File: config.mk
export PLATFORM = sky130hd
export DESIGN_NAME = mdu_seq_ctrl
export DESIGN_NICKNAME = d
export VERILOG_FILES = /design/src/rtl/mdu_seq_ctrl.sv
export SDC_FILE = /design/constraint.sdc
export NUM_CORES = 2
export LEC_CHECK = 0
export ABC_AREA = 1
export BUFFER_PORTS_ARGS = -buffer_cell sky130_fd_sc_hd__buf_2
export CORE_MARGIN = 3
export CORE_UTILIZATION = 35
export CTS_CLUSTER_DIAMETER = 60
export DETAILED_ROUTE_END_ITERATION = 12
export PLACE_DENSITY_LB_ADDON = 0.05
export RECOVER_POWER = 25
export SLEW_MARGIN = 0
export SYNTH_ARGS = -nofsm -noshare
export SYNTH_HDL_FRONTEND = slang
export SYNTH_SLANG_ARGS = --single-unit
File: constraint.sdc
create_clock -name clk -period 7.8 [get_ports clk]
set_input_delay 1.56 -clock clk [delete_from_list [all_inputs] [get_ports clk]]
set_output_delay 1.56 -clock clk [all_outputs]
set_load 0.02 [all_outputs]
File: src/rtl/mdu_seq_ctrl.sv
// Multiply/divide sequencer owning HI/LO: MUL busy MUL_CYCLES cycles, DIV 33 cycles, DIV by zero 1 cycle.
// A start while busy is not accepted; stall holds EXE until busy drops, and done pulses on the commit cycle.
module mdu_seq_ctrl #(
  parameter int MUL_CYCLES = 4,
  parameter int DIV_ITERS  = 32
) (
  input  logic        clk,
  input  logic        rst_n,
  input  logic        start,
  input  logic [2:0]  op,
  input  logic [31:0] rs_value,
  input  logic [31:0] rt_value,
  input  logic        rd_hi,
  input  logic        rd_lo,
  input  logic        flush,
  output logic        busy,
  output logic        stall,
  output logic        done,
  output logic [31:0] hi,
  output logic [31:0] lo,
  output logic [31:0] mdu_out
);
  localparam logic [2:0] OP_MULT  = 3'b000;
  localparam logic [2:0] OP_MULTU = 3'b001;
  localparam logic [2:0] OP_DIV   = 3'b010;
  localparam logic [2:0] OP_DIVU  = 3'b011;
  localparam logic [2:0] OP_MTHI  = 3'b100;
  localparam logic [2:0] OP_MTLO  = 3'b101;

  typedef enum logic [1:0] {S_IDLE, S_MUL, S_DIV, S_DIV_FIX} state_t;

  state_t      state, state_nxt;
  logic [4:0]  cnt;
  logic [31:0] a_reg, b_reg, rem_reg;
  logic        mul_signed, qneg, rneg;
  logic        accept, sa, sb;
  logic [31:0] rs_mag, rt_mag;
  logic [63:0] a_ext, b_ext, product;
  logic [32:0] rem_sh, diff;
  logic        qbit;
  logic [31:0] rem_nxt;

  assign accept  = (state == S_IDLE) && start && !flush;
  assign busy    = (state != S_IDLE);
  assign stall   = busy & (start | rd_hi | rd_lo);
  assign mdu_out = rd_hi ? hi : lo;

  // Only DIV (op[0]==0) takes magnitudes; DIVU keeps the raw operands.
  assign sa     = (op == OP_DIV) & rs_value[31];
  assign sb     = (op == OP_DIV) & rt_value[31];
  assign rs_mag = sa ? -rs_value : rs_value;
  assign rt_mag = sb ? -rt_value : rt_value;

  assign a_ext   = {{32{mul_signed & a_reg[31]}}, a_reg};
  assign b_ext   = {{32{mul_signed & b_reg[31]}}, b_reg};
  assign product = a_ext * b_ext;

  // Remainder stays below the divisor, so the 33-bit difference sign is the borrow.
  assign rem_sh  = {rem_reg, a_reg[31]};
  assign diff    = rem_sh - {1'b0, b_reg};
  assign qbit    = ~diff[32];
  assign rem_nxt = qbit ? diff[31:0] : rem_sh[31:0];

  always_comb begin
    state_nxt = state;
    done      = 1'b0;
    case (state)
      S_IDLE: begin
        if (accept) begin
          case (op)
            OP_MULT, OP_MULTU: state_nxt = S_MUL;
            OP_DIV, OP_DIVU:   state_nxt = (rt_value == 32'd0) ? S_DIV_FIX : S_DIV;
            default:           state_nxt = S_IDLE;
          endcase
        end
      end
      S_MUL: begin
        if (flush) begin
          state_nxt = S_IDLE;
        end else if (cnt == 5'd0) begin
          state_nxt = S_IDLE;
          done      = 1'b1;
        end
      end
      S_DIV: begin
        if (flush)             state_nxt = S_IDLE;
        else if (cnt == 5'd0)  state_nxt = S_DIV_FIX;
      end
      S_DIV_FIX: begin
        state_nxt = S_IDLE;
        done      = !flush;
      end
      default: state_nxt = S_IDLE;
    endcase
  end

  always_ff @(posedge clk or negedge rst_n) begin
    if (!rst_n) state <= S_IDLE;
    else        state <= state_nxt;
  end

  always_ff @(posedge clk or negedge rst_n) begin
    if (!rst_n) begin
      hi         <= 32'd0;
      lo         <= 32'd0;
      cnt        <= 5'd0;
      a_reg      <= 32'd0;
      b_reg      <= 32'd0;
      rem_reg    <= 32'd0;
      mul_signed <= 1'b0;
      qneg       <= 1'b0;
      rneg       <= 1'b0;
    end else begin
      case (state)
        S_IDLE: begin
          if (accept) begin
            case (op)
              OP_MULT, OP_MULTU: begin
                a_reg      <= rs_value;
                b_reg      <= rt_value;
                mul_signed <= (op == OP_MULT);
                cnt        <= 5'(MUL_CYCLES - 1);
              end
              OP_DIV, OP_DIVU: begin
                if (rt_value == 32'd0) begin
                  // Divide by zero: preload the final result and skip the sign fix.
                  a_reg   <= 32'hFFFF_FFFF;
                  rem_reg <= rs_value;
                  qneg    <= 1'b0;
                  rneg    <= 1'b0;
                end else begin
                  a_reg   <= rs_mag;
                  b_reg   <= rt_mag;
                  rem_reg <= 32'd0;
                  qneg    <= sa ^ sb;
                  rneg    <= sa;
                  cnt     <= 5'(DIV_ITERS - 1);
                end
              end
              OP_MTHI: hi <= rs_value;
              OP_MTLO: lo <= rs_value;
              default: ;
            endcase
          end
        end
        S_MUL: begin
          if (cnt != 5'd0) cnt <= cnt - 5'd1;
          if (done) {hi, lo} <= product;
        end
        S_DIV: begin
          a_reg   <= {a_reg[30:0], qbit};
          rem_reg <= rem_nxt;
          if (cnt != 5'd0) cnt <= cnt - 5'd1;
        end
        S_DIV_FIX: begin
          if (done) begin
            lo <= qneg ? -a_reg : a_reg;
            hi <= rneg ? -rem_reg : rem_reg;
          end
        end
        default: ;
      endcase
    end
  end
endmodule

==> flow_summary.json <==
{
  "run_status": "finished with violations",
  "violations": "capacitance limit, slew limit",
  "cp.arrival_ps": 8020,
  "yosysMostFrequentCell": "nand2_1",
  "synth_top_area_cell": "fa_1",
  "rsz0062_at_grt": "true",
  "synth_compound_area_frac": 0.06559,
  "yosysSeqAreaShare": 0.07687,
  "hpwl_mm": 215.5,
  "drt-initial-drc-count": 4069,
  "ys_async_sr_fraction": 1.000,
  "portBuffers": 171,
  "yosysTopAreaCellShare": 0.4073,
  "final-setup-viol-count": 0,
  "place.gp.congestion": 0.9827,
  "clk_latency_ps": 530,
  "grt_pass1_vias": 52330,
  "die_y_um": 403.6,
  "fp.dieArea_um2": 162900,
  "synthToLayoutAreaGrowth_pct": 14.51,
  "synth_edf_count": 0,
  "critPathBufInv": 10,
  "synth_area_leaders": "fa_1 (41%), nand2_1 (13%), inv_1 (13%)",
  "synth.net_count": 9007,
  "via_count": 50200,
  "antenna_found_initial": 15,
  "drv_cap": 2,
  "worst_setup_path_start_kind": "flip-flop",
  "fp-row-count": 145,
  "synth.distinct_cells": 62,
  "ys_seq_elements": 170,
  "ios": 172,
  "fin_skew_ps": 39.21,
  "final_util": 0.4047,
  "cts_max_level": 4,
  "fmax_mhz": 132.0,
  "nets": 9393,
  "clock_sinks": 170,
  "grt-ovfl-total": 0,
  "synth_top_family_by_area": "adder cells",
  "worstSetupEndpointType": "flip-flop",
  "synthXorXnorAreaFrac": 0.01187,
  "synth_simple_gate_area_frac": 0.2210,
  "rr_worst_depth": 28,
  "start_util": 0.3535,
  "grt_pass1_wl_mm": 371.2,
  "cts_root_buf": "clkbuf_16",
  "min_path_type": "reg2reg",
  "fin_hold_ws_ps": 496.4,
  "worstSetupPathDepth": 28,
  "hold_viol": 0,
  "critPathKind": "reg2reg",
  "synthMuxAreaShare": 0,
  "clk_pin_slew_ps": 100,
  "slowest_delay_ps": 640,
  "slew_violations": 117,
  "cpLargestDelayFamily": "adder cells",
  "firstDrtPassIters": 8,
  "yosys.area_share.adder": 0.4650,
  "grt_max_degree": 99,
  "ys_warn_count": 0,
  "drt-total-wl_mm": 253.1,
  "min_period_over_period": 0.9712,
  "min_path_cells": 2,
  "synth_common_cells": "nand2_1 (1974), inv_1 (1933), fa_1 (1126), nor2_1 (490), nand3_1 (293)",
  "cts_hold_buf": 0,
  "worstPathMaxFanout": 6,
  "worst_path_max_delay_cell": "fa_1",
  "final_layout_size_suffix_gt1_frac": 0.1266,
  "cts_made_buffers": 17,
  "cpMostUsedCell": "fa_1",
  "dieWidth_um": 403.6,
  "wire_per_inst_um": 25.28,
  "worstMarginPinSlew_ps": 4950,
  "synth_area_um2": 55340,
  "fillers": 16710,
  "syn_area_per_cell_um2": 7.327,
  "synth_cells": 7553,
  "vias_per_cell": 5.014,
  "cts_tree": "done",
  "ant_nets": 0,
  "drc": 0,
  "fin_crit_ps": 7576,
  "track_usage": 0.3147,
  "clockBufferDepth": 2,
  "coreArea_um2": 156600,
  "critPathRequiredTime_ps": 8240,
  "maxSlewHeadroom": -2.300,
  "synth_ff_type": "dfrtp_1"
}
worst min-delay path, delay by kind of cell, from the launching register on:
family          cells  cell delay (ps)
simple gates        1               50
flops               1              350
compound gates      1               60
final timing paths:
path / from / end / slack [ps]
setup reg to reg: a_reg[17] / hi[6] / 220
max in group asynchronous: rst_n / a_reg[22] / 1510
hold / removal: cnt[4] / cnt[4] / 500
setup / recovery: a_reg[17] / hi[6] / 220
min in group asynchronous: rst_n / lo[8] / 2830
hold reg to reg: cnt[4] / cnt[4] / 500
stage by stage:
| stage | setup slack (ps) | TNS [ps] | cell area [µm²] | cells |
|---|---|---|---|---|
| finish | 224.3 | 0 | 63370 | 10010 |
| CTS | 14.90 | 0 | 62890 | 9996 |
| detailed placement | -223.6 | -629.4 | 62200 | 9963 |
| global route | -49.33 | -103.4 | 63370 | 10010 |
| floorplan | 313.2 | 0 | 55340 | 7553 |
| global placement | -256.6 | -863.6 | 62200 | 9963 |
layout make-up:
class,count,area (µm²),share of cell area
multi-input cells,5072,42580,0.6720
clock buffers,18,439.2,0.006930
well taps,2058,2575,0.04063
flip-flops and latches,170,4305,0.06794
diodes,2,5.005,0.00007898
repair buffers,718,5891,0.09296
clock inverters,14,205.2,0.003238
inverters,1960,7366,0.1162
layer usage:
metal  routed length, µm  up-vias  global-route usage
li1                    -    22730                   -
met1              112900    25480              0.4433
met2              114000     1706              0.5014
met3               17560      273             0.05010
met4                8618        6             0.08816
met5                  51        -                   0
cells in the final DEF (no fill, tap or decap), types with 17 or more instances in the layout:
cell type	count
nand2_1	1971
inv_1	1930
fa_1	1119
buf_4	470
nor2_1	466
nand3_1	289
ha_1	237
o21ai_0	210
buf_2	170
a21oi_1	168
dfrtp_1	145
buf_12	72
nor2_2	62
o21ai_1	58
nand4_1	58
xor2_1	51
nor3_1	50
a21oi_2	40
o22ai_1	29
inv_2	25
xnor2_1	24
o21bai_1	22
or2_2	21
clkbuf_16	18
dfrtp_2	17
timing repair:
item | CTS | global route
buffers inserted | 1 | 14
hold endpoints to repair | 0 | 0
resized for setup | 12 | 97
setup endpoints to repair | 16 | 43
pin swaps | 0 | 3
cells by family (layout without fill, tap and decap cells):
| logic type | Yosys count | count (layout) |
|---|---|---|
| adder cells (fa/ha/maj) | 1381 | 1381 |
| AND/OR/NAND/NOR | 2985 | 2985 |
| buffers and inverters | 2311 | 2710 |
| XOR/XNOR | 75 | 75 |
| other | 0 | 2 |
| flip-flops | 170 | 170 |
| AO/OA/AOI/OAI | 631 | 631 |
Power is not shown: default switching activity piles up to over one toggle a cycle in this logic, so the estimate is an artifact.
